File: src/rtl/adder_pkg.sv
// Shared types and constants for the pin-level adder and its operand loader.
package adder_pkg;
  localparam int ADDER_WIDTH = 4;

  typedef enum logic [1:0] {
    IDLE   = 2'd0,
    HAVE_A = 2'd1,
    FULL   = 2'd2
  } loader_state_t;
endpackage

File: src/rtl/sync_edge_detect.sv
// Synchronises raw din/load pins through equal-depth chains and emits a registered one-cycle
// rising-edge pulse on load, aligned with the synced din. Optional filter: ADDER_LOADER_DEBOUNCE_EN.
module sync_edge_detect #(
  parameter int WIDTH       = 4,
  parameter int SYNC_STAGES = 2,
  parameter int DEB_CYCLES  = 4
) (
  input  logic             clk,
  input  logic             rst,
  input  logic [WIDTH-1:0] din_i,
  input  logic             load_i,
  output logic [WIDTH-1:0] din_s_o,
  output logic             rise_o
);
  if (SYNC_STAGES < 2) begin : g_bad_sync
    $error("SYNC_STAGES must be at least 2");
  end
  if (DEB_CYCLES < 1) begin : g_bad_deb
    $error("DEB_CYCLES must be at least 1");
  end

  logic [SYNC_STAGES-1:0][WIDTH-1:0] din_sync_q;
  logic [SYNC_STAGES-1:0]            load_sync_q;
  logic [WIDTH-1:0]                  din_q;
  logic                              lvl, prev_q, rise_q;

  always_ff @(posedge clk or posedge rst) begin
    if (rst) begin
      din_sync_q  <= '0;
      load_sync_q <= '0;
    end else begin
      din_sync_q  <= {din_sync_q[SYNC_STAGES-2:0], din_i};
      load_sync_q <= {load_sync_q[SYNC_STAGES-2:0], load_i};
    end
  end

`ifdef ADDER_LOADER_DEBOUNCE_EN
  localparam int CNT_W = $clog2(DEB_CYCLES + 1);
  logic             flt_q;
  logic [CNT_W-1:0] cnt_q;

  // The filtered level follows the synced level only after DEB_CYCLES consecutive disagreeing samples.
  always_ff @(posedge clk or posedge rst) begin
    if (rst) begin
      flt_q <= 1'b0;
      cnt_q <= '0;
    end else if (load_sync_q[SYNC_STAGES-1] == flt_q) begin
      cnt_q <= '0;
    end else if (cnt_q == CNT_W'(DEB_CYCLES - 1)) begin
      flt_q <= load_sync_q[SYNC_STAGES-1];
      cnt_q <= '0;
    end else begin
      cnt_q <= cnt_q + 1'b1;
    end
  end
  assign lvl = flt_q;
`else
  assign lvl = load_sync_q[SYNC_STAGES-1];
`endif

  // Pulse and data are registered together so the FSM sees them on the same cycle.
  always_ff @(posedge clk or posedge rst) begin
    if (rst) begin
      prev_q <= 1'b0;
      rise_q <= 1'b0;
      din_q  <= '0;
    end else begin
      prev_q <= lvl;
      rise_q <= lvl & ~prev_q;
      din_q  <= din_sync_q[SYNC_STAGES-1];
    end
  end

  assign din_s_o = din_q;
  assign rise_o  = rise_q;
endmodule

File: src/rtl/adder_operand_loader.sv
// Collects two operands from shared pins on load-strobe edges and hands the pair to the adder
// over valid/ready; flags dropped loads. Optional load debounce: ADDER_LOADER_DEBOUNCE_EN.
module adder_operand_loader
  import adder_pkg::*;
#(
  parameter int WIDTH       = ADDER_WIDTH,
  parameter int SYNC_STAGES = 2,
  parameter int DEB_CYCLES  = 4
) (
  input  logic             clk,
  input  logic             reset,
  input  logic [WIDTH-1:0] din,
  input  logic             load,
  input  logic             clear,
  input  logic             op_ready,
  output logic             op_valid,
  output logic [WIDTH-1:0] op_a,
  output logic [WIDTH-1:0] op_b,
  output logic             overrun,
  output logic [1:0]       state_dbg
);
  // Reset asserts asynchronously but releases on a clock edge.
  logic [1:0] rst_q;
  logic       rst_int;

  always_ff @(posedge clk or posedge reset) begin
    if (reset) rst_q <= 2'b11;
    else       rst_q <= {rst_q[0], 1'b0};
  end
  assign rst_int = rst_q[1];

  logic [WIDTH-1:0] din_s;
  logic             load_rise;

  sync_edge_detect #(
    .WIDTH      (WIDTH),
    .SYNC_STAGES(SYNC_STAGES),
    .DEB_CYCLES (DEB_CYCLES)
  ) u_sync (
    .clk    (clk),
    .rst    (rst_int),
    .din_i  (din),
    .load_i (load),
    .din_s_o(din_s),
    .rise_o (load_rise)
  );

  loader_state_t    state_q, state_d;
  logic [WIDTH-1:0] op_a_q, op_a_d, op_b_q, op_b_d;
  logic             ovr_q, ovr_d;

  always_ff @(posedge clk or posedge rst_int) begin
    if (rst_int) begin
      state_q <= IDLE;
      op_a_q  <= '0;
      op_b_q  <= '0;
      ovr_q   <= 1'b0;
    end else begin
      state_q <= state_d;
      op_a_q  <= op_a_d;
      op_b_q  <= op_b_d;
      ovr_q   <= ovr_d;
    end
  end

  always_comb begin
    state_d = state_q;
    op_a_d  = op_a_q;
    op_b_d  = op_b_q;
    ovr_d   = ovr_q;
    if (clear) begin
      state_d = IDLE;
      ovr_d   = 1'b0;
    end else begin
      unique case (state_q)
        IDLE: if (load_rise) begin
          op_a_d  = din_s;
          state_d = HAVE_A;
        end
        HAVE_A: if (load_rise) begin
          op_b_d  = din_s;
          state_d = FULL;
        end
        FULL: begin
          // A load edge here is lost even when the handshake completes on the same cycle.
          if (load_rise) ovr_d = 1'b1;
          if (op_ready)  state_d = IDLE;
        end
        default: state_d = IDLE;
      endcase
    end
  end

  assign op_valid  = (state_q == FULL);
  assign op_a      = op_a_q;
  assign op_b      = op_b_q;
  assign overrun   = ovr_q;
  assign state_dbg = state_q;
endmodule
File: config.mk
export PLATFORM = sky130hd
export DESIGN_NAME = adder_operand_loader
export DESIGN_NICKNAME = d
export VERILOG_FILES = /design/src/rtl/adder_pkg.sv /design/src/rtl/sync_edge_detect.sv /design/src/rtl/adder_operand_loader.sv
export SDC_FILE = /design/constraint.sdc
export NUM_CORES = 1
export LEC_CHECK = 0
export CAP_MARGIN = 15
export CORE_MARGIN = 2
export CORE_UTILIZATION = 40
export CTS_CLUSTER_DIAMETER = 80
export DETAILED_ROUTE_END_ITERATION = 6
export DONT_BUFFER_PORTS = 1
export PLACE_DENSITY = 0.57
export SLEW_MARGIN = 20
export SYNTH_ARGS = -nofsm -noshare
export SYNTH_HDL_FRONTEND = slang
export SYNTH_HIERARCHICAL = 1
export SYNTH_SLANG_ARGS = --single-unit
File: constraint.sdc
create_clock -name clk -period 1.44 [get_ports clk]
set_input_delay 0.144 -clock clk [delete_from_list [all_inputs] [get_ports clk]]
set_output_delay 0.144 -clock clk [all_outputs]
set_load 0.02 [all_outputs]
==> summary.txt, run 1 <==
Pwr
  – Sw Pwr: 433 uW
  – Logic pwr share: 6.6%
  – Max VDD drop: 758 uV
  – LEAKAGE: 0.000512 uW
  – Reg power frac: 58.5%
  – Switching share of power: 24.4%
  – Clk pwr share: 34.9%
  – P_int: 1340 uW
  – Pwr dens: 1550 nW/um^2

Timing
  – Fin Setup TNS: 0 ps
  – Max Slew Vio Count: 0
  – Final setup viols: 0
  – RSZ-0062 raised after global routing: no
  – Clk_skew: 9.93 ps
  – Slack of the critical path: 86.4 ps
  – Fin crit share: 94.0%
  – Least-Margin Pin Slew: 559 ps
  – Clock period minus worst slack: 1350 ps
  – Fmax: 739 MHz
  – Final count of hold timing violations: 0
  – Rel. slew slack: 62.7%

Final layout
  – Fin nets: 78
  – Share of layout cells above drive strength 1: 32.9%
  – Utilization after layout: 51.2%
  – Fillers: 195
  – Area Growth Syn to Fin: 20.7%
  – Ant. Diodes: 0

Clock tree
  – Post_cts resized: 0
  – Post-CTS Setup Inserts: 0
  – CTS Buf Count: 5
  – Clock root buffer: clkbuf_4
  – CTS tree: done
  – H-tree depth: 2
  – Skew-Pair Late Insertion Delay: 310 ps
  – Clock Tree Buf Depth: 2
  – Post-CTS Hold Fix Bufs: 7
  – CTS clk-pin slew, worst paths: 80 ps
  – Sink Count: 29

Synthesis
  – Sequential share of the synthesized area: 76.9%
  – Async S/R FF share, synth: 100%
  – Predominant post-synthesis flop cell: dfrtp_1
  – Area contributors post-synth: dfrtp_1 (71%), mux2_2 (9.5%), dfstp_2 (5.5%)
  – Post-synth top area share: 71.3%
  – Yosys top cell by area: dfrtp_1
  – Most common cell in the netlist: dfrtp_1
  – Unique masters post-synth: 14
  – Synthesized area per cell: 17.9 um^2
  – Flops & latches, synth: 29
  – Post-synth EDFFs: 0
  – Syn_nets: 62
  – Cells after synthesis: 53
  – Post-Syn Area: 947 um^2
  – YS warnings: 6
  – Post-synth top cells: dfrtp_1 (27), mux2_2 (8), inv_1 (4)

Global routing
  – Initial antenna violation count: 0
  – Vias in the first global route: 452
  – GR Util All Layers: 11.8%
  – First-pass GRT wire length: 2.06 mm
  – Largest net degree at the start of global routing: 17
  – Gr ovfl total: 0

Drt
  – Post-Route WL: 1.22 mm
  – DR vias/cell: 4.56
  – Initial DRC count: 0
  – DR WL/cell: 12.4 um
  – Drt drc: 0
  – Vias: 447
  – Initial DRT Pass Iterations: 1
  – Routed Antenna Nets: 0

Die
  – Die footprint: 2770 um^2
  – Num rows: 17
  – Die H: 52.7 um
  – Starting density of the core: 42.4%
  – Num ports: 21
  – Core area: 2230 um^2
  – DIE WIDTH: 52.7 um

Worst setup path
  – CP max FO: 6
  – Crit end category: flip-flop
  – WP data arrival: 1550 ps
  – Worst setup SP type: flip-flop
  – Worst Path Required: 1640 ps
  – Crit path kind: reg2reg

Job
  – Max cap viols: 0

Status
  – Status: complete, no violations

Placement
  – GP Congestion: 0.643
  – Worst slack, placed: 94.6 ps
  – Hpwl dp: 785 um
  – # port buffers: 0

Hold path
  – HP Class: in2reg
kinds of logic after synthesis:
family / after synthesis / share of synthesized area [%]
XOR/XNOR: 1 / 0.925
flip-flops: 29 / 76.9
AO/OA/AOI/OAI: 2 / 1.06
multiplexers: 8 / 9.51
other: 1 / 0.396
AND/OR/NAND/NOR: 8 / 9.64
buffers and inverters: 4 / 1.58
area by class of cell:
cell class / count / area, um^2 / share of cell area (%)
Inverter: 4 / 15.0 / 1.31
Timing Repair Buffer: 9 / 85.1 / 7.44
Sequential cell: 29 / 728 / 63.7
Tap cell: 28 / 35.0 / 3.06
Clock buffer: 6 / 41.3 / 3.61
Multi-Input combinational cell: 20 / 204 / 17.8
Clock inverter: 2 / 35.0 / 3.06
power by group through the flow:
stage	registers (uW)	logic, uW	clock network [uW]
after floorplan	1040	82.7	0
after detailed placement	1060	105	0
final	1040	117	619
after global placement	1050	100	0
after CTS	1040	120	652
after global routing	1050	131	698
flip-flops by register name, summed over array words and instances, names as in the netlist:
| name | count |
|---|---|
| u_sync/din_s_o | 4 |
| rst_q | 2 |
| op_a | 4 |
| u_sync/prev_q | 1 |
| state_dbg | 2 |
| u_sync/load_sync_q | 2 |
| u_sync/rise_o | 1 |
| overrun | 1 |
| u_sync/din_sync_q | 8 |
| op_b | 4 |
stage by stage:
stage               cell area, um^2  hold slack, ps  total power (uW)  cells
floorplan                       947            55.5              1130     53
global placement                997            63.8              1160     83
detailed placement              997            61.5              1160     83
CTS                            1140            6.31              1810     98
global route                   1140            8.53              1880     98
finish                         1140            19.9              1770     98
worst max-delay path, stage by stage, from the launching register on:
cell and delay, ps:
dfrtp_1 450, nor4b_4 420, mux2_2 380
cells in the final DEF, fill, tap and decap left out, drive strengths merged:
| master | n |
|---|---|
| buf | 2 |
| or3b | 1 |
| nand3b | 2 |
| dfstp | 2 |
| xnor2 | 1 |
| mux2 | 8 |
| nor2b | 1 |
| inv | 4 |
| and2b | 1 |
| conb | 1 |
| nor3 | 1 |
| a21oi | 2 |
| clkbuf | 6 |
| clkinv | 1 |
| dfrtp | 27 |
| bufinv | 1 |
| and4bb | 1 |
| nor4b | 1 |
| dlygate4sd3 | 7 |
final timing paths:
kind / slack, ps / startpoint / cells past startpoint / to
setup / recovery: 90 / state_dbg[1] / 2 / op_a[1]
setup reg to reg: 90 / state_dbg[1] / 2 / op_a[1]
min in group asynchronous: 250 / rst_q[1] / 1 / op_b[0]
hold / removal: 20 / op_ready / 2 / state_dbg[1]
hold reg to reg: 250 / rst_q[1] / 1 / op_b[0]
max in group asynchronous: 760 / rst_q[1] / 1 / u_sync/din_sync_q[0]
per-layer routing:
layer | up-vias | share of wire (%) | global-route usage (%)
met3 | 2 | 7.6 | 8.29
li1 | 207 | - | -
met2 | 19 | 46 | 16.3
met1 | 219 | 46 | 12.7
met5 | - | 0 | 0
met4 | 0 | 0.82 | 7.69
Note: power is estimated with default switching activity, not from simulation.
==> inputs of run 2 (changes only) <==
--- a/config.mk
+++ b/config.mk
@@ -15,5 +15,5 @@
 export SLEW_MARGIN = 20
 export SYNTH_ARGS = -nofsm -noshare
 export SYNTH_HDL_FRONTEND = slang
-export SYNTH_HIERARCHICAL = 1
 export SYNTH_SLANG_ARGS = --single-unit
+export TNS_END_PERCENT = 1
==> summary.txt, run 2 <==
Timing
  – Max Slew Vio Count: 0
  – Clk_skew: 10.8 ps
  – Fin Setup TNS: 0 ps
  – Min Hold Slack: 98.8 ps
  – Fin crit share: 94.6%
  – Clock period minus worst slack: 1360 ps
  – Fmax: 734 MHz
  – Final count of hold timing violations: 0
  – Final setup viols: 0
  – RSZ-0062 raised after global routing: no

Die
  – DIE WIDTH: 52.4 um
  – Num rows: 17
  – Num ports: 21
  – Starting density of the core: 42.3%
  – Die footprint: 2740 um^2
  – Core area: 2210 um^2
  – Die H: 52.4 um

Worst setup path
  – CP Cell Sequence: buf_4 > and2b_2
  – FF-to-FF End: op_a[2]
  – Crit end category: primary output
  – Crit path kind: reg2out
  – CP max FO: 5
  – WP data arrival: 1220 ps
  – Top Family by Delay on Critical Path: flip-flops
  – Worst R2R Setup Slack: 110 ps
  – Worst Reg-to-Reg Cells: 2
  – Worst Path Required: 1300 ps
  – Crit Reg-Reg Startpoint: state_dbg[0]
  – Worst setup SP type: flip-flop
  – Slowest CP cell: dfrtp_2
  – WP buf/inv: 1
  – CP max stage delay: 450 ps

Final layout
  – Most frequent cells in the layout: dfrtp_1 (26), mux2_2 (8), dlygate4sd3_1 (8)
  – Biggest register: u_sync.din_sync_q
  – Commonest non-fill, non-tap cell in the layout: dfrtp_1
  – Share of layout cells above drive strength 1: 36.6%
  – Max reg flops: 8
  – Fin nets: 79
  – Area Growth Syn to Fin: 22.3%
  – Ant. Diodes: 0
  – Sequential Area: 729 um^2
  – Fillers: 197
  – Multi-input logic area: 196 um^2

Clock tree
  – Post-CTS Setup Inserts: 0
  – CTS Buf Count: 5
  – CTS clk-pin slew, worst paths: 100 ps
  – CTS tree: done
  – Clock Tree Buf Depth: 2
  – Sink Count: 29
  – H-tree depth: 2
  – Skew-Pair Late Insertion Delay: 310 ps
  – Clock root buffer: clkbuf_4

Job
  – Max cap viols: 0

Synthesis
  – YS warnings: 0
  – Post-Syn Area: 936 um^2
  – Area contributors post-synth: dfrtp_1 (72%), mux2_2 (9.6%), dfstp_2 (5.6%)
  – Post-synth top area share: 72.2%
  – Synthesized area per cell: 18.0 um^2
  – Yosys top cell by area: dfrtp_1
  – Predominant post-synthesis flop cell: dfrtp_1
  – Post-synth EDFFs: 0
  – Sequential share of the synthesized area: 77.8%
  – Post-synth top cells: dfrtp_1 (27), mux2_2 (8), inv_1 (3)
  – Unique masters post-synth: 14
  – Flops & latches, synth: 29
  – Cells after synthesis: 52
  – Async S/R FF share, synth: 100%
  – Syn_nets: 61
  – Most common cell in the netlist: dfrtp_1

Hold path
  – HP Start: clear
  – Hold depth: 2
  – Hold endpoint: op_a[0]
  – HP Class: in2reg

Status
  – Status: complete, no violations

Placement
  – Hpwl dp: 778 um
  – # port buffers: 0
  – GP Congestion: 0.623

Drt
  – Routed Antenna Nets: 0
  – Met2 wire length: 604 um
  – M1 wire length: 541 um
  – DR WL/cell: 12.6 um
  – Post-Route WL: 1.24 mm
  – Initial DRC count: 1
  – DR vias/cell: 4.63
  – Vias: 458
  – WL met3: 83 um
  – Initial DRT Pass Iterations: 2
  – Highest routed metal layer: met4
  – Drt drc: 0

Global routing
  – Vias in the first global route: 474
  – Initial antenna violation count: 0
  – First-pass GRT wire length: 2.10 mm
  – GR Util All Layers: 11.7%
  – Largest net degree at the start of global routing: 28
  – Gr ovfl total: 0

Pwr
  – Max VDD drop: 862 uV
  – Pwr dens: 1480 nW/um^2
  – LEAKAGE: 0.000508 uW
run 2: cell count changes in the layout (fill, tap and decap cells not counted):
cell           change
clkbuf_8           +2
buf_4              +1
bufinv_16          -1
clkbuf_1           -1
dfrtp_1            -1
dfrtp_2            +1
dlygate4sd3_1      +1
inv_1              -1
nor2b_1            +1
nor2b_4            -1
or3b_1             -1
or3b_2             +1
run 2: stage by stage:
stage	cell area [um^2]	cells	total power (uW)	setup WS [ps]	utilization [%]
global placement	993	83	1150	135	44.9
detailed placement	993	83	1160	121	44.9
finish	1140	99	1700	77.3	51.8
global route	1140	99	1790	12.9	51.8
CTS	1140	99	1730	38.7	51.7
floorplan	936	52	1120	54.5	-
run 2: cell type report:
type	count	area share, %
tap	28	3.06
multi-input combinational	20	17.2
clock inverter	1	0.437
timing repair buffer	11	8.96
inverter	3	0.984
clock buffer	7	5.68
sequential	29	63.7
run 2: worst register-to-register path, cell delays in order, from the launching register on:
cell	delay, ps
dfrtp_2	450
nor4b_4	390
mux2_2	370
run 2: repair_timing:
| action | in CTS | in global routing |
|---|---|---|
| hold endpoints to repair | 10 | 0 |
| hold buffers | 8 | 0 |
| gates resized for setup | 0 | 1 |
| setup endpoints to repair | 0 | 1 |
run 2: logic make-up (layout without fill, tap and decap cells):
family | Yosys count | in the layout | share of synthesized area, %
other cells | 1 | 1 | 0.401
mux | 8 | 8 | 9.63
flops | 29 | 29 | 77.8
simple gates | 8 | 8 | 8.96
xor+xnor | 1 | 1 | 0.936
compound gates | 2 | 2 | 1.07
buf+inv | 3 | 22 | 1.20
run 2: how the worst max path moves through the flow:
stage,to,slack (ps),startpoint,depth (start not counted)
5_1_grt,op_valid,10,state_dbg[0],2
4_1_cts,op_valid,40,state_dbg[0],2
2_1_floorplan,op_a[0],50,state_dbg[0],2
3_5_place_dp,op_a[1],120,state_dbg[0],2
3_3_place_gp,op_a[2],130,state_dbg[0],2
6_report,op_valid,80,state_dbg[0],2
run 2: power breakdown:
part / total [uW] / internal, uW / switching (uW)
Clock: 544 / 283 / 261
Combinational: 120 / 75.1 / 45.1
Sequential: 1030 / 905 / 129
run 2: layer usage:
| metal | up-vias | GRT usage [%] |
|---|---|---|
| met5 | - | 0 |
| met4 | 0 | 7.69 |
| met3 | 2 | 7.14 |
| met2 | 16 | 16.3 |
| met1 | 232 | 13.2 |
| li1 | 208 | - |
